## src/rtl/slow_tick_timer_pkg.sv

```systemverilog
// Shared types and constants for the slow-tick phase timer and the traffic-light FSM.
package traffic_pkg;

    localparam int unsigned PHASE_CNT_W = 8;

    // Phase lengths in seconds, shared with the light sequencer
    localparam int unsigned GREEN_S  = 10;
    localparam int unsigned YELLOW_S = 3;
    localparam int unsigned RED_S    = 10;

    typedef enum logic [1:0] {
        IDLE = 2'd0,
        RUN  = 2'd1,
        HOLD = 2'd2
    } timer_state_t;

endpackage

```

## src/rtl/slow_tick_timer_if.sv

```systemverilog
// Control/status bundle between the light FSM and the slow-tick phase timer.
interface slow_tick_timer_if
    import traffic_pkg::*;
#(
    parameter int unsigned CNT_W = PHASE_CNT_W
);
    logic             load;
    logic [CNT_W-1:0] load_value;
    logic             pause;
    logic             tick;
    logic [CNT_W-1:0] remaining;
    logic             busy;
    logic             expired;

    modport master (
        output load, load_value, pause,
        input  tick, remaining, busy, expired
    );

    modport slave (
        input  load, load_value, pause,
        output tick, remaining, busy, expired
    );
endinterface

```

## src/rtl/slow_tick_timer_sync.sv

```systemverilog
// Synchronizes the slow clock into clk_in and emits one registered pulse per rising edge.
module sync_edge_detect #(
    parameter int unsigned SYNC_STAGES = 2
) (
    input  logic clk_in,
    input  logic reset,
    input  logic async_in,
    output logic rise_pulse
);
    localparam int unsigned            ARM_W    = $clog2(SYNC_STAGES + 2);
    localparam logic [ARM_W-1:0]       ARM_LAST = ARM_W'(SYNC_STAGES);

    logic [SYNC_STAGES-1:0] sync_q, sync_d;
    logic                   edge_q, edge_d;
    logic                   armed_q, armed_d;
    logic [ARM_W-1:0]       arm_cnt_q, arm_cnt_d;
    logic                   rise_q, rise_d;

    // Arming waits until the edge register holds a real sample, so a level that
    // is already high at reset release is not mistaken for a rising edge.
    always_comb begin
        sync_d    = {sync_q[SYNC_STAGES-2:0], async_in};
        edge_d    = sync_q[SYNC_STAGES-1];
        arm_cnt_d = arm_cnt_q;
        if (!armed_q) begin
            arm_cnt_d = arm_cnt_q + ARM_W'(1);
        end
        armed_d = armed_q | (arm_cnt_q == ARM_LAST);
        rise_d  = armed_q & sync_q[SYNC_STAGES-1] & ~edge_q;
    end

    always_ff @(posedge clk_in) begin
        if (!reset) begin
            sync_q    <= '0;
            edge_q    <= 1'b0;
            armed_q   <= 1'b0;
            arm_cnt_q <= '0;
            rise_q    <= 1'b0;
        end else begin
            sync_q    <= sync_d;
            edge_q    <= edge_d;
            armed_q   <= armed_d;
            arm_cnt_q <= arm_cnt_d;
            rise_q    <= rise_d;
        end
    end

    assign rise_pulse = rise_q;

endmodule

```

## src/rtl/slow_tick_timer.sv

```systemverilog
// Phase timer counting synchronized slow_clk ticks; pulses expired when a loaded phase ends.
module slow_tick_timer
    import traffic_pkg::*;
#(
    parameter int unsigned CNT_W       = PHASE_CNT_W,
    parameter int unsigned SYNC_STAGES = 2
) (
    input  logic             clk_in,
    input  logic             reset,
    input  logic             slow_clk,
    slow_tick_timer_if.slave bus
);
    timer_state_t     state_q, state_d;
    logic [CNT_W-1:0] remaining_q, remaining_d;
    logic             expired_q, expired_d;
    logic             busy_q, busy_d;
    logic             done_c;
    logic             tick_w;

    sync_edge_detect #(
        .SYNC_STAGES(SYNC_STAGES)
    ) u_sync (
        .clk_in    (clk_in),
        .reset     (reset),
        .async_in  (slow_clk),
        .rise_pulse(tick_w)
    );

    always_ff @(posedge clk_in) begin
        if (!reset) begin
            state_q     <= IDLE;
            remaining_q <= '0;
            expired_q   <= 1'b0;
            busy_q      <= 1'b0;
        end else begin
            state_q     <= state_d;
            remaining_q <= remaining_d;
            expired_q   <= expired_d;
            busy_q      <= busy_d;
        end
    end

    // Load outranks pause and tick; a zero-length load completes immediately.
    always_comb begin
        state_d     = state_q;
        remaining_d = remaining_q;
        done_c      = 1'b0;
        if (bus.load) begin
            remaining_d = bus.load_value;
            if (bus.load_value == '0) begin
                state_d = IDLE;
                done_c  = 1'b1;
            end else if (bus.pause) begin
                state_d = HOLD;
            end else begin
                state_d = RUN;
            end
        end else begin
            case (state_q)
                IDLE: state_d = IDLE;
                RUN: begin
                    if (bus.pause) begin
                        state_d = HOLD;
                    end else if (tick_w) begin
                        if (remaining_q > CNT_W'(1)) begin
                            remaining_d = remaining_q - CNT_W'(1);
                        end else begin
                            remaining_d = '0;
                            state_d     = IDLE;
                            done_c      = 1'b1;
                        end
                    end
                end
                HOLD: begin
                    if (!bus.pause) begin
                        state_d = RUN;
                    end
                end
                default: state_d = IDLE;
            endcase
        end
    end

    always_comb begin
        expired_d = done_c;
        busy_d    = (state_d != IDLE);
    end

    assign bus.tick      = tick_w;
    assign bus.remaining = remaining_q;
    assign bus.busy      = busy_q;
    assign bus.expired   = expired_q;

    a_busy_tracks_state: assert property (@(posedge clk_in) busy_q == (state_q != IDLE));
    a_expired_not_busy:  assert property (@(posedge clk_in) expired_q |-> !busy_q);

endmodule
```

## src/flat_wrapper.sv

```systemverilog
// flat-port wrapper written by rule: the top's interface ports become plain ports
module slow_tick_timer_flat import traffic_pkg::*;
#(
    parameter int unsigned CNT_W       = PHASE_CNT_W,
    parameter int unsigned SYNC_STAGES = 2
)
  (clk_in, reset, slow_clk, bus_load, bus_load_value, bus_pause, bus_tick, bus_remaining, bus_busy, bus_expired);
  slow_tick_timer_if #(.CNT_W(CNT_W)) bus_i ();
  input  logic clk_in;
  input  logic reset;
  input  logic slow_clk;
  input wire logic [$bits(bus_i.load)-1:0] bus_load;
  input wire logic [$bits(bus_i.load_value)-1:0] bus_load_value;
  input wire logic [$bits(bus_i.pause)-1:0] bus_pause;
  output wire logic [$bits(bus_i.tick)-1:0] bus_tick;
  output wire logic [$bits(bus_i.remaining)-1:0] bus_remaining;
  output wire logic [$bits(bus_i.busy)-1:0] bus_busy;
  output wire logic [$bits(bus_i.expired)-1:0] bus_expired;
  assign bus_i.load = bus_load;
  assign bus_i.load_value = bus_load_value;
  assign bus_i.pause = bus_pause;
  assign bus_tick = bus_i.tick;
  assign bus_remaining = bus_i.remaining;
  assign bus_busy = bus_i.busy;
  assign bus_expired = bus_i.expired;
  slow_tick_timer #(.CNT_W(CNT_W), .SYNC_STAGES(SYNC_STAGES)) u_core (.clk_in(clk_in), .reset(reset), .slow_clk(slow_clk), .bus(bus_i));
endmodule
```

## config.mk

```make
export PLATFORM = sky130hd
export DESIGN_NAME = slow_tick_timer_flat
export DESIGN_NICKNAME = d
export VERILOG_FILES = /design/src/rtl/slow_tick_timer_pkg.sv /design/src/rtl/slow_tick_timer_if.sv /design/src/rtl/slow_tick_timer_sync.sv /design/src/rtl/slow_tick_timer.sv /design/src/flat_wrapper.sv
export SDC_FILE = /design/constraint.sdc
export NUM_CORES = 1
export LEC_CHECK = 0
export CORE_MARGIN = 5
export CORE_UTILIZATION = 50
export CTS_BUF_LIST = sky130_fd_sc_hd__clkbuf_2
export DETAILED_ROUTE_END_ITERATION = 8
export HOLD_SLACK_MARGIN = 0.1
export PLACE_DENSITY = 0.8
export SLEW_MARGIN = 20
export SYNTH_ARGS = -nofsm -noshare
export SYNTH_HDL_FRONTEND = slang
export SYNTH_HIERARCHICAL = 1
export SYNTH_SLANG_ARGS = --single-unit
```

## constraint.sdc

```tcl
create_clock -name clk_in -period 3.7 [get_ports clk_in]
set_clock_uncertainty 0.15 [all_clocks]
set_input_delay 0.555 -clock clk_in [delete_from_list [all_inputs] [get_ports clk_in]]
set_output_delay 0.555 -clock clk_in [all_outputs]
set_load 0.005 [all_outputs]
```

Yosys cells after proc, flatten, opt, wreduce, memory -nomap -nowiden
Index checks and enable logic that the tools add are counted.
{"block": "op_classes", "n_addsub": 2, "magnitude_cmp": 1, "eq_ne": 4, "n_mux": 19, "bitwise_logic": 4, "n_reduce_logical": 5}
{"op": "$mux 8", "count": 5}
{"op": "$mux 2", "count": 7}
{"op": "$gt 8x1->1 const B", "count": 1}
{"op": "$logic_not 8->1", "count": 1}
{"op": "$sub 8x1->8 const B", "count": 1}
{"op": "$mux 1", "count": 6}
{"op": "$reduce_bool 2->1", "count": 3}
{"op": "$eq 2x2->1 const B", "count": 2}
{"op": "$pmux 2 s2", "count": 1}
{"op": "$reduce_and 3->1", "count": 1}
{"op": "$add 2x1->2 const B", "count": 1}
{"op": "$and 1x1->1", "count": 2}
{"op": "$eq 2x1->1 const B", "count": 1}
{"op": "$ne 2x2->1 const B", "count": 1}
{"op": "$not 1->1", "count": 1}
{"op": "$or 1x1->1", "count": 1}
{"block": "word_totals", "regBits": 19, "input_bits": 13, "output_inout_bits": 11}

Depth between registers and ports, before layout
Gate-level depths: netlist (run 1).
{"block": "logic_depth", "depth_word": 7, "depth_mapped": 6}

Modules after synthesis
The synthesis (run 1) kept the hierarchy.
{"module": "slow_tick_timer", "n_inst": 1, "cells_each": 98, "area_per_inst_um2": 789.5}
{"module": "sync_edge_detect", "n_inst": 1, "cells_each": 19, "area_per_inst_um2": 227.7}

Worst setup path after synthesis (run 1)
OpenSTA, ideal clock, no wires.
{"block": "synth_timing", "path_type": "reg2reg", "from": "register u_core.remaining_q[0] (netlist: u_core/bus.remaining[0])", "to": "register u_core.remaining_q[5] (netlist: u_core/bus.remaining[5])", "setup_time_ns": 0.074, "t_arrival_ns": 1.869, "required_ns": 3.476, "path_slack_ns": 1.607, "stages_incl_launch_ff": 7, "n_path_buf": 0, "period_less_slack_ns": 2.093, "path_cell_list": "dfxtp_1 -> inv_1 -> ha_1 -> or2_1 -> a311o_1 -> or4_1 -> a31oi_1"}
{"block": "synth_via", "elab_chain_len": 6}
{"element": "start, declared", "line_no": "slow_tick_timer.sv:14", "text": "logic [CNT_W-1:0] remaining_q, remaining_d;"}
{"element": "start signal, assigned", "line_no": "slow_tick_timer.sv:37", "text": "remaining_q <= remaining_d;"}
{"element": "$sub 8x1->8 / $gt 8x1->1 (equally long branches)", "line_no": "slow_tick_timer.sv:66, slow_tick_timer.sv:65"}
{"element": "$mux 8 *", "line_no": "slow_tick_timer.sv:65", "text": "if (remaining_q > CNT_W'(1)) begin"}
{"element": "$mux 8 *", "line_no": "slow_tick_timer.sv:64", "text": "end else if (tick_w) begin"}
{"element": "$mux 8 *", "line_no": "slow_tick_timer.sv:62", "text": "if (bus.pause) begin"}
{"element": "$mux 8 *", "line_no": "slow_tick_timer.sv:59", "text": "case (state_q)"}
{"element": "$mux 8 *", "line_no": "slow_tick_timer.sv:48", "text": "if (bus.load) begin"}
Every way passes the cells marked *; elsewhere a longest branch is shown, timed or not. The select of a mux whose other input is x is not followed.
A chain may end at the register's enable or synchronous reset.

Worst setup path after layout (run 1)
Same ends and word-level chain as after synthesis.

==> impl_metrics.tcl, run 1 <==
set metrics [dict create \
    yosys.area.top_type_share_pct 37.4 \
    yosysTopAreaCell "dfxtp_1" \
    setup_viol 0 \
    finalWirelength_mm 2.44 \
    critPathBufInv 1 \
    grt_antenna_before_repair 0 \
    synth_ff_type "dfxtp_1" \
    worstPathRequired_ps 3790 \
    wl_met3_um 182 \
    ys_async_sr_fraction_pct 0 \
    grt_pass1_wl_mm 4.18 \
    fin_crit_sh_pct 63.3 \
    insertion_delay_ps 290 \
    die_y_um 55.1 \
    cts.path.max_buffers 2 \
    path_cells "inv_1 > ha_1 > or2_1 > a311o_1 > or4_1 > a31oi_1" \
    post-route-min-period_ps 2340 \
    cap_violations 0 \
    fin_util_pct 66.6 \
    floorplan.rows 16 \
    reg2reg_from "u_core/bus.remaining[0]$_SDFFE_PN0P_" \
    critPathArrivalTime_ps 2430 \
    synth.distinct_cells 35 \
    layout-drive-gt1-share_pct 8.45 \
    r2r_cells 6 \
    grt_usage_pct 18.9 \
    area_delta_synth_final_pct 27.2 \
    multi_input_area_um2 596 \
    dr.pass1.iters 4 \
    cts_inserted_buffers 3 \
    synth_cells 117 \
    num_vias 971 \
    hold_end "u_core/u_sync/sync_q[1]$_SDFF_PN0_" \
    worst_slew_pin_slew_ps 577 \
    rsz0062_at_grt "no" \
    postCtsSetupBuffers 0 \
    vdd_drop_max_mv 0.262 \
    leakagePower_nw 0.502 \
    die-width_um 55.1 \
    maxSlewViolCount 0 \
    core_area_um2 1940 \
    syn_avg_cell_area_um2 8.69 \
    crit_type "register to register" \
    fmax_ghz 0.427 \
    top_layer_used "met4" \
    nFillCells 176 \
    place_congestion 0.951 \
    antenna_left 0 \
    dieArea_um2 3040 \
    dp.cells 165 \
    hold_buffers 0 \
    endpoint_kind "register" \
    diodes 0 \
    cts-root-buf "clkbuf_2" \
    hold_violations 0 \
    drc 0 \
    crit_family "simple AND/OR/NAND/NOR gates" \
    cp_slowest_cell "or4_1" \
    synth_nets 135 \
    worst-r2r-setup-slack_ps 1360 \
    holdPathStages 1 \
    h-tree-depth 1 \
    io_pins 24 \
    synthTopCellsByArea "dfxtp_1 (37%), ha_1 (6.2%), nand2_1 (5.2%)" \
    grt_max_degree 19 \
    globalRouteOverflowTotal 0 \
    setup.worst_path.start_class "register" \
    drt-initial-drc-count 42 \
    fin_cells 169 \
    wl_met2_mm 1.14 \
    place_hpwl_mm 1.89 \
    start_util_pct 52.4 \
    numPortBuffers 23 \
    power.density_nw_per_um2 347 \
    worstHoldStart "u_core/u_sync/sync_q[0]$_SDFF_PN0_" \
    m1WireLength_mm 1.10 \
    cts_resized 0 \
    synth_edf_count 0 \
    yosysWarningCount 6 \
    crit_path_max_incr_delay_ps 480 \
    num-nets-final 161 \
    wl_per_cell_um 14.5 \
    setup_tns_ps 0 \
    hold_class "register to register" \
    outcome "complete, no violations" \
    cts.sinks 19 \
    crit_fanout 7 \
    viasPerCell 5.75 \
    slew_headroom_pct 61.4 \
    seq_area_um2 380 \
    ys_ff_latch 19 \
    path_clk_slew_ps 180 \
    tritoncts "built" \
    grt_pass1_vias 898 \
    r2r-end "u_core/bus.remaining[5]$_SDFFE_PN0P_" \
    synth_area_um2 1020 \
    ys_seq_area_share_pct 37.4 \
]
how the worst max path moves through the flow:
stage                                                     from                              endpoint  depth (start not counted)
final                     u_core/bus.remaining[0]$_SDFFE_PN0P_  u_core/bus.remaining[5]$_SDFFE_PN0P_                          6
after global placement                               bus_pause  u_core/bus.remaining[5]$_SDFFE_PN0P_                          5
after CTS                 u_core/bus.remaining[0]$_SDFFE_PN0P_  u_core/bus.remaining[5]$_SDFFE_PN0P_                          6
after global routing      u_core/bus.remaining[0]$_SDFFE_PN0P_  u_core/bus.remaining[5]$_SDFFE_PN0P_                          6
after detailed placement                              bus_load  u_core/bus.remaining[5]$_SDFFE_PN0P_                          4
after floorplan           u_core/bus.remaining[0]$_SDFFE_PN0P_  u_core/bus.remaining[5]$_SDFFE_PN0P_                          6
cell type report:
| type | instances | area share (%) |
|---|---|---|
| multi-input combinational | 87 | 46.0 |
| sequential | 19 | 29.4 |
| inverter | 9 | 2.61 |
| timing repair buffer | 23 | 17.8 |
| clock inverter | 1 | 0.387 |
| tap | 27 | 2.61 |
| clock buffer | 3 | 1.16 |
stage by stage:
step	hold slack, ps	instance area, um^2	total power, mW	setup WS [ps]
6_report	327	1290	0.449	1360
3_3_place_gp	270	1270	0.359	1140
2_1_floorplan	262	1020	0.318	1610
4_1_cts	323	1290	0.451	1370
5_1_grt	361	1290	0.484	1220
3_5_place_dp	283	1270	0.366	1090
layer usage:
layer,vias up,track usage [%]
met1,437,26.3
met4,0,4.86
met2,48,29.5
met5,-,0
met3,6,4.02
li1,480,-
cells in the mapped netlist, drive strengths merged, types with 4 or more instances:
cell type	n
nor2	4
o21a	4
and2	5
dfxtp	19
nand2	14
a21oi	6
nor3	5
a31oi	4
or4	4
o21ai	9
inv	9
ha	5
cells by family after synthesis:
kind of cell,Yosys count,share of synthesized area [%]
AOI/OAI and AO/OA,36,25.0
xor gates and xnor gates,2,1.72
adders and majority gates,5,6.15
buffers and inverters,11,4.06
DFF,19,37.4
and+or+nand+nor,44,25.7
cell usage in the layout (no fill, tap or decap), drive strengths merged, types with 2 or more instances in the layout:
cell type,instances
o21a,4
or3,2
ha,5
a31oi,4
or2,2
clkbuf,3
o221a,2
a21oi,6
nand3b,2
nor2,4
or4,4
xnor2,2
and2,5
nand2,14
o21ai,9
nor3,5
clkdlybuf4s50,23
inv,9
and3b,2
dfxtp,19
a41oi,2
o211ai,2
where the power goes:
group,switching (mW),internal [mW],total (mW),leakage (nW)
clock,0.0611,0.0245,0.0856,0.0164
sequential,0.0211,0.227,0.248,0.157
combinational,0.0518,0.0635,0.115,0.329
total,0.134,0.315,0.449,0.502
registers in the layout (all words and copies together), names as in the netlist:
name,count
u_core/bus.busy,1
u_core/bus.expired,1
u_core/bus.remaining,8
u_core/state_q,2
u_core/u_sync/arm_cnt_q,2
u_core/u_sync/armed_q,1
u_core/u_sync/edge_q,1
u_core/u_sync/rise_pulse,1
u_core/u_sync/sync_q,2
Power figures use the tool's default switching activity.
==> run 2: changes to the inputs <==
==> constraint.sdc (replaced) <==
create_clock -name clk_in -period 2.2 [get_ports clk_in]
set_clock_uncertainty 0.15 [all_clocks]
set_input_delay 0.33 -clock clk_in [delete_from_list [all_inputs] [get_ports clk_in]]
set_output_delay 0.33 -clock clk_in [all_outputs]
set_load 0.005 [all_outputs]
==> run 2 against run 1 <==
Effect of this change: global-route usage grew 0.58 points; non-clock buffer count increased by 9; worst setup slack worse by 1200 ps; via count increased by 0.72%; hold slack worse by 15 ps; sequential power up 67%; total power up 72%; combinational power increased by 77%; sequential share of layout area shrank 1.4 points; fmax is 13% higher; critical endpoint unchanged.
==> impl_metrics.tcl, run 2 (synthesis results as in run 1) <==
set metrics [dict create \
    setup_tns_ps 0 \
    crit_family "simple AND/OR/NAND/NOR gates" \
    vdd_drop_max_mv 0.602 \
    rsz0062_at_grt "no" \
    cp_slowest_cell "or4_1" \
    hold_end "u_core/u_sync/sync_q[1]$_SDFF_PN0_" \
    crit_fanout 5 \
    viasPerCell 5.49 \
    io_pins 24 \
    diodes 0 \
    insertion_delay_ps 310 \
    critPathBufInv 1 \
    tritoncts "built" \
    h-tree-depth 1 \
    hold_class "register to register" \
    final_cell_mix "clkdlybuf4s50_1 (23), dfxtp_1 (18), nand2_1 (14)" \
    drc 0 \
    hold_violations 0 \
    wl_per_cell_um 13.9 \
    die-width_um 55.1 \
    r2r_cells 6 \
    nFillCells 179 \
    grt_pass1_vias 965 \
    wl_met3_um 166 \
    path_clk_slew_ps 190 \
    endpoint_kind "register" \
    die_y_um 55.1 \
    m1WireLength_mm 1.10 \
    dr.pass1.iters 4 \
    setup.worst_path.start_class "register" \
    core_area_um2 1940 \
    finalWirelength_mm 2.47 \
    worst-r2r-setup-slack_ps 130 \
    reg2reg_from "u_core/bus.remaining[1]$_SDFFE_PN0P_" \
    fin_util_pct 70.2 \
    multi_input_area_um2 596 \
    leakagePower_nw 0.545 \
    dieArea_um2 3040 \
    drt-initial-drc-count 13 \
    worst_slew_pin_slew_ps 370 \
    grt_usage_pct 19.5 \
    grt_pass1_wl_mm 4.15 \
    cts_inserted_buffers 3 \
    cts.path.max_buffers 2 \
    place_hpwl_mm 1.92 \
    maxSlewViolCount 0 \
    outcome "complete, no violations" \
    floorplan.rows 16 \
    layout_commonest_cell "clkdlybuf4s50_1" \
    cap_violations 0 \
    path_cells "inv_1 > ha_1 > or2_1 > a311o_1 > or4_1 > a31oi_1" \
    worstPathRequired_ps 2310 \
    antenna_left 0 \
    place_congestion 0.841 \
    grt_antenna_before_repair 0 \
    crit_type "register to register" \
    slew_headroom_pct 74.7 \
    fmax_ghz 0.483 \
    grt_max_degree 18 \
    place_area_um2 1340 \
    area_delta_synth_final_pct 33.9 \
    fin_crit_sh_pct 94.2 \
    layout-drive-gt1-share_pct 14.6 \
    start_util_pct 52.4 \
    holdPathStages 1 \
    cts-root-buf "clkbuf_2" \
    wl_met2_mm 1.16 \
    r2r-end "u_core/bus.remaining[5]$_SDFFE_PN0P_" \
    numPortBuffers 23 \
    globalRouteOverflowTotal 0 \
    top_layer_used "met4" \
    num-nets-final 170 \
    power.density_nw_per_um2 565 \
    setup_viol 0 \
    num_vias 978 \
    largest_reg_flops 8 \
    critPathArrivalTime_ps 2180 \
    fin_area_um2 1360 \
    post-route-min-period_ps 2070 \
    seq_area_um2 382 \
    fin_hold_ws_ps 312 \
    worstHoldStart "u_core/u_sync/sync_q[0]$_SDFF_PN0_" \
    postCtsSetupBuffers 0 \
    cts.sinks 19 \
    hold_buffers 0 \
    crit_path_max_incr_delay_ps 470 \
]
run 2: cell count changes in the layout (fill, tap and decap cells not counted):
cell and change:
buf_4 +9, dfxtp_1 -1, dfxtp_2 +1
run 2: routing by layer:
| layer | vias up | GRT usage (%) |
|---|---|---|
| met1 | 440 | 24.7 |
| met2 | 35 | 31.7 |
| met5 | - | 0 |
| met3 | 6 | 3.22 |
| met4 | 0 | 9.72 |
| li1 | 497 | - |
run 2: area by class of cell:
class                      count  area share, %
multi-input combinational     87           43.7
inverter                       9           2.48
clock inverter                 1          0.367
tap                           27           2.48
sequential                    19           28.0
clock buffer                   3           1.10
timing repair buffer          32           21.9
run 2: worst max-delay path by stage:
stage / startpoint / end / cells after the start
final: u_core/bus.remaining[1]$_SDFFE_PN0P_ / u_core/bus.remaining[5]$_SDFFE_PN0P_ / 6
after detailed placement: bus_pause / u_core/bus.remaining[5]$_SDFFE_PN0P_ / 5
after global placement: bus_pause / u_core/bus.remaining[5]$_SDFFE_PN0P_ / 5
after global routing: u_core/bus.remaining[1]$_SDFFE_PN0P_ / u_core/bus.remaining[5]$_SDFFE_PN0P_ / 6
after floorplan: u_core/bus.remaining[0]$_SDFFE_PN0P_ / u_core/bus.remaining[5]$_SDFFE_PN0P_ / 6
after CTS: u_core/bus.remaining[1]$_SDFFE_PN0P_ / u_core/bus.remaining[5]$_SDFFE_PN0P_ / 6
run 2: worst register-to-register path, delay by kind of cell (launching register included):
kind / cells / cell delay [ps]
simple gates: 2 / 710
compound gates: 2 / 470
flops: 1 / 400
fa+ha+maj: 1 / 220
buf+inv: 1 / 70
run 2: per-stage QoR:
step / power (mW) / instances / worst slack (ps)
final: 0.770 / 178 / 128
after global routing: 0.824 / 178 / 6.65
after CTS: 0.773 / 178 / 85.2
after detailed placement: 0.625 / 174 / 82.2
after global placement: 0.613 / 174 / 111
after floorplan: 0.535 / 117 / 107
run 2: power by group:
part / switching [mW] / internal (mW) / leakage (nW)
clock network: 0.110 / 0.0412 / 0.0164
logic: 0.0872 / 0.116 / 0.372
registers: 0.0328 / 0.382 / 0.157
total: 0.230 / 0.540 / 0.545
run 2: repair_timing:
action / 4_1_cts / 5_1_grt
endpoints found under the setup margin: 0 / 2
hold endpoints to repair: 0 / 0
resized for setup: 0 / 1
==> variant 1, RTL diff (flow settings as in run 2) <==
`SYNC_STAGES` is set to 2 in 3 places; all go to 4.
--- a/src/rtl/slow_tick_timer_sync.sv
+++ b/src/rtl/slow_tick_timer_sync.sv
@@ -1,6 +1,6 @@
 // Synchronizes the slow clock into clk_in and emits one registered pulse per rising edge.
 module sync_edge_detect #(
-    parameter int unsigned SYNC_STAGES = 2
+    parameter int unsigned SYNC_STAGES = 4
 ) (
     input  logic clk_in,
     input  logic reset,
--- a/src/rtl/slow_tick_timer.sv
+++ b/src/rtl/slow_tick_timer.sv
@@ -3,7 +3,7 @@
     import traffic_pkg::*;
 #(
     parameter int unsigned CNT_W       = PHASE_CNT_W,
-    parameter int unsigned SYNC_STAGES = 2
+    parameter int unsigned SYNC_STAGES = 4
 ) (
     input  logic             clk_in,
     input  logic             reset,
--- a/src/flat_wrapper.sv
+++ b/src/flat_wrapper.sv
@@ -2,7 +2,7 @@
 module slow_tick_timer_flat import traffic_pkg::*;
 #(
     parameter int unsigned CNT_W       = PHASE_CNT_W,
-    parameter int unsigned SYNC_STAGES = 2
+    parameter int unsigned SYNC_STAGES = 4
 )
   (clk_in, reset, slow_clk, bus_load, bus_load_value, bus_pause, bus_tick, bus_remaining, bus_busy, bus_expired);
   slow_tick_timer_if #(.CNT_W(CNT_W)) bus_i ();
Formal check against the unedited RTL: not equivalent (a bounded check fails within 10 cycles, from zero or initial values and one cycle with reset low).
==> variant 1 against run 2 <==
  * Sequential power up 7.7%
  * Non-clock buffer count unchanged
  * Largest cell class unchanged
  * Via count up 13%
  * Die area up 9.3%
  * Combinational power down 15%
  * Sequential cell count up 3
  * Wire length up 13%
  * Count of clock-buffer cells in the layout unchanged
  * Worst setup slack worse by 0.028 ns
  * Total power up 18%
  * Design area up 11%
  * Synthesized area up 11%
==> variant 1: results (changes against run 2) <==
Power
  • Leakage: 0.603 nW (was 0.545 nW)
  • Peak supply drop: 417 uV (was 602 uV)
  • P_int: 0.000676 W (was 0.000540 W)

Logic synthesis
  • Mapped Nets: 147 (was 135)
  • Synth cell count leaders: dfxtp_1, nand2_1, inv_1, o21ai_0, a21oi_1 (unchanged)
  • Cell variety after synth: 37 (was 35)
  • Synth area leaders: dfxtp_1, ha_1, nand2_1, o21ai_0, and2_1 (was dfxtp_1, ha_1, nand2_1, o21ai_0, inv_1)
  • Mean post-synth cell area: 8.86 um2 (was 8.69 um2)
  • Seq/Total Area, Yosys: 38.9% (was 37.4%)
  • Synth warn: 6 (unchanged)

Routing
  • Met2 wire length: 1.32 mm (was 1.16 mm)
  • Initial drt markers: 21 (was 13)
  • Max layer used: met3 (was met4)
  • M1 WL: 1.25 mm (was 1.10 mm)
  • DR WL/cell: 14.8 um (was 13.9 um)
  • Drt total wl: 2.80 mm (was 2.47 mm)
  • Vias per inst: 5.81 (was 5.49)
  • Met3 Wirelength: 228 um (was 166 um)

Clock tree
  • Clk slew on worst S/H paths: 0.23 ns (was 0.19 ns)
  • Worst skew pair latency: 0.33 ns (was 0.31 ns)
  • Postcts setup bufs: 0 (unchanged)
  • Cts bufs inserted: 3 (unchanged)
  • Clk root buf: clkbuf_2 (unchanged)

Place
  • Buffers added on ports: 23 (unchanged)
  • Placer Congestion: 0.862 (was 0.841)
  • DP Area: 1460 um2 (was 1340 um2)
  • Cell count after placement: 186 (was 174)
  • Pre-CTS setup slack: 0.0658 ns (was 0.0822 ns)
  • Dpl hpwl: 2.09 mm (was 1.92 mm)

STA
  • Setup slack after layout: 0.100 ns (was 0.128 ns)
  • Hold slack: 0.321 ns (was 0.312 ns)
  • Slew @ Worst Pin: 0.369 ns (was 0.370 ns)
  • TNS Setup: 0 ns (unchanged)
  • Fin. Hold Viols: 0 (unchanged)

Setup path
  • WP data arrival: 2.23 ns (was 2.18 ns)
  • Worst-path maximum fanout: 6 (was 5)
  • Reg2reg path depth: 6 (unchanged)
  • Setup Crit Path Kind: reg2reg (unchanged)
  • CP max-delay cell: or4_1 (unchanged)
  • Crit-path max cell delay: 0.48 ns
  • Worst r2r src: u_core/bus.remaining[0] (was u_core/bus.remaining[1])

Global routing
  • Global-route wire length before repair: 4.64 mm (was 4.15 mm)
  • Routing usage on met1: 21.5% (was 24.7%)
  • Number of global-route vias before repair: 1084 (was 965)
  • M2 GR Usage: 30.5% (was 31.7%)
  • Tot GR Track Use: 17.4% (was 19.5%)
  • Met3 Track Usage GR: 2.67% (was 3.22%)

Worst hold path
  • Hold Path End: u_core/u_sync/sync_q[3] (was u_core/u_sync/sync_q[1])
  • Min-delay src: u_core/u_sync/sync_q[2] (was u_core/u_sync/sync_q[0])

Floorplan
  • Die width: 57.6 um (was 55.1 um)

Cells and area
  • Fillers: 180 (was 179)
  • Share of cells above drive strength 1: 14.2% (was 14.6%)
  • Max FFs per register: 8 (unchanged)
  • Final nets: 182 (was 170)
  • Multi-input logic area: 648 um2 (was 596 um2)

Outcome
  • Outcome: finished, final reports clean (unchanged)
## variant 1: cell families after synthesis
kind of cell | Yosys count | share of synthesized area, %
fa+ha+maj | 6 | 6.62
compound gates | 36 | 21.6
simple gates | 49 | 26.5
flops | 22 | 38.9
xor+xnor | 2 | 1.55
mux | 1 | 0.883
buf+inv | 12 | 3.97
## variant 1: power by group through the flow
| stage | Sequential [W] | Clock [W] | Combinational (W) |
|---|---|---|---|
| 4_1_cts | 0.000446 | 0.000286 | 0.000174 |
| 6_report | 0.000447 | 0.000286 | 0.000174 |
| 2_1_floorplan | 0.000450 | 0 | 0.0000892 |
| 3_3_place_gp | 0.000452 | 0 | 0.000162 |
| 3_5_place_dp | 0.000454 | 0 | 0.000172 |
| 5_1_grt | 0.000451 | 0.000300 | 0.000195 |
## variant 1: final cells by class
cell class	count	share of cell area (%)
clock buffers	3	0.997
clock inverters	1	1.99
inverters	10	2.49
multi-input cells	94	43.0
flip-flops and latches	22	29.4
well taps	28	2.33
repair buffers	32	19.8
==> variant 2, RTL diff (config.mk and constraints of run 2) <==
Made on the original files. The 3 states of `timer_state_t` get a one-hot encoding in 3 bits.
--- a/src/rtl/slow_tick_timer_pkg.sv
+++ b/src/rtl/slow_tick_timer_pkg.sv
@@ -8,10 +8,10 @@
     localparam int unsigned YELLOW_S = 3;
     localparam int unsigned RED_S    = 10;
 
-    typedef enum logic [1:0] {
-        IDLE = 2'd0,
-        RUN  = 2'd1,
-        HOLD = 2'd2
+    typedef enum logic [2:0] {
+        IDLE = 3'b001,
+        RUN  = 3'b010,
+        HOLD = 3'b100
     } timer_state_t;
 
 endpackage
Behaviour: same outputs for any inputs over 10 cycles, from zero or initial values and one cycle with reset low; not proved beyond that.
==> variant 2 against run 2 <==
  * Worst setup slack better by 0.19 ns
  * Wire length shrank 5.9%
  * Total power increased by 18%
  * Largest power group unchanged
  * Largest cell class unchanged
  * Sequential cell count up 1
  * Count of clock-buffer cells in the layout did not move
  * Synthesized area decreased by 8.6%
  * Design area shrank 6.8%
==> variant 2: results (changes against run 2) <==
Power
  • Leakage: 0.502 nW (was 0.545 nW)
  • Peak supply drop: 471 uV (was 602 uV)

Routing
  • DR WL/cell: 14.6 um (was 13.9 um)
  • Initial drt markers: 54 (was 13)
  • DR pass1 iterations: 4 (unchanged)
  • Vias per inst: 5.58 (was 5.49)

Global routing
  • Largest net degree at the start of global routing: 13 (was 18)
  • Antenna violations before repair: 0 (unchanged)
  • Number of global-route vias before repair: 844 (was 965)
  • Global-route wire length before repair: 3.82 mm (was 4.15 mm)
  • Tot GR Track Use: 19.0% (was 19.5%)

Logic synthesis
  • Mapped Nets: 119 (was 135)
  • Synth cell count leaders: dfxtp_1, nand3_1, and2_1 (was dfxtp_1, nand2_1, inv_1, o21ai_0, a21oi_1)
  • Cell variety after synth: 32 (was 35)
  • Mean post-synth cell area: 9.03 um2 (was 8.69 um2)
  • Seq/Total Area, Yosys: 43.1% (was 37.4%)
  • Synth area leaders: dfxtp_1, and2_1, nand3_1, ha_1, xnor2_1 (was dfxtp_1, ha_1, nand2_1, o21ai_0, inv_1)
  • Post-synth ARST share: 0% (unchanged)
  • Top FF cell, synth: dfxtp_1 (unchanged)

Worst hold path
  • Min-delay src: u_core/u_sync/sync_q[0] (unchanged)
  • Type of the tightest min-delay check: reg2reg (unchanged)

Setup path
  • CP max-delay cell: clkdlybuf4s50_1 (was or4_1)
  • Worst r2r src: u_core/bus.remaining[0] (was u_core/bus.remaining[1])
  • FF-to-FF End: u_core/bus.remaining[1] (was u_core/bus.remaining[5])
  • Worst Setup SP: u_core/bus.remaining[3] (was u_core/bus.remaining[1])
  • Reg2reg path depth: 5 (was 6)
  • Worst-path maximum fanout: 8 (was 5)
  • Crit path capture: bus_remaining[3] (was u_core/bus.remaining[5])
  • Flop2flop setup slack: 0.33 ns (was 0.13 ns)
  • Crit-path max cell delay: 0.56 ns (was 0.47 ns)
  • WP data arrival: 1.40 ns (was 2.18 ns)
  • CP delay by family, top: buffers and inverters (was simple AND/OR/NAND/NOR gates)

Cells and area
  • Final nets: 151 (was 170)
  • Non-filler instance count after layout: 159 (was 178)
  • Max FFs per register: 8 (unchanged)
  • Share of cells above drive strength 1: 10.4% (was 14.6%)

Place
  • Placer Congestion: 0.863 (was 0.841)
  • Dpl hpwl: 1.70 mm (was 1.92 mm)
  • Buffers added on ports: 23 (unchanged)

Clock tree
  • Clk root buf: clkbuf_2 (unchanged)
  • Post-CTS Resized: 0 (unchanged)
  • Clk slew on worst S/H paths: 0.20 ns
  • Longest Clk Path Bufs: 2 (unchanged)
  • Cts bufs inserted: 3 (unchanged)
  • Worst skew pair latency: 0.33 ns (was 0.31 ns)
  • Postcts setup bufs: 0 (unchanged)
  • Level count of the clock H-tree: 1 (unchanged)

Outcome
  • Outcome: finished, final reports clean (unchanged)

STA
  • TNS Setup: 0 ns (unchanged)
  • Rel. slew slack: 72.6% (was 74.7%)
==> variant 2: cell families after synthesis <==
kind of cell / after synthesis / share of synthesized area, %
and+or+nand+nor: 44 / 27.3
DFF: 20 / 43.1
AOI/OAI and AO/OA: 22 / 16.7
adders and majority gates: 3 / 4.04
xor gates and xnor gates: 6 / 5.65
buffers and inverters: 8 / 3.23
==> variant 2: cell type report <==
class / count / area [um2]
Clock buffer: 3 / 15.0
Timing Repair Buffer: 28 / 268
Multi-Input combinational cell: 75 / 499
Sequential cell: 20 / 400
Inverter: 7 / 26.3
Tap cell: 25 / 31.3
Fill cell: 155 / 475
Clock inverter: 1 / 30.0
==> variant 2: stage by stage <==
stage / instance area (um2) / worst slack (ns) / utilization, %
after CTS: 1270 / 0.311 / 72.8
after global routing: 1270 / 0.250 / 72.8
final: 1270 / 0.316 / 72.8
after global placement: 1220 / 0.228 / 70.2
after detailed placement: 1220 / 0.156 / 70.2
after floorplan: 930 / 0.643 / -
==> variant 2: worst min-delay path by stage <==
stage | cells after the start | slack (ns) | endpoint
final | 1 | 0.31 | u_core/u_sync/sync_q[1]
after global routing | 1 | 0.35 | u_core/u_sync/sync_q[1]
after CTS | 1 | 0.32 | u_core/u_sync/sync_q[1]
after detailed placement | 1 | 0.27 | u_core/u_sync/sync_q[1]
after global placement | 1 | 0.26 | u_core/u_sync/sync_q[1]
after floorplan | 1 | 0.25 | u_core/state_q[1]
==> variant 2: metal layers <==
layer / wire length (um) / vias up / global-route usage, %
met2: 1070 / 47 / 28.9
met1: 1010 / 403 / 25.0
met5: 0 / - / 0
met4: 53 / 0 / 10.2
met3: 192 / 6 / 3.38
li1: - / 432 / -
==> variant 2: power by group <==
part | total (W) | switching (W) | leakage, nW | internal, W
sequential | 0.000436 | 0.0000348 | 0.165 | 0.000401
clock | 0.000279 | 0.000122 | 0.0266 | 0.000157
combinational | 0.000193 | 0.0000835 | 0.311 | 0.000110
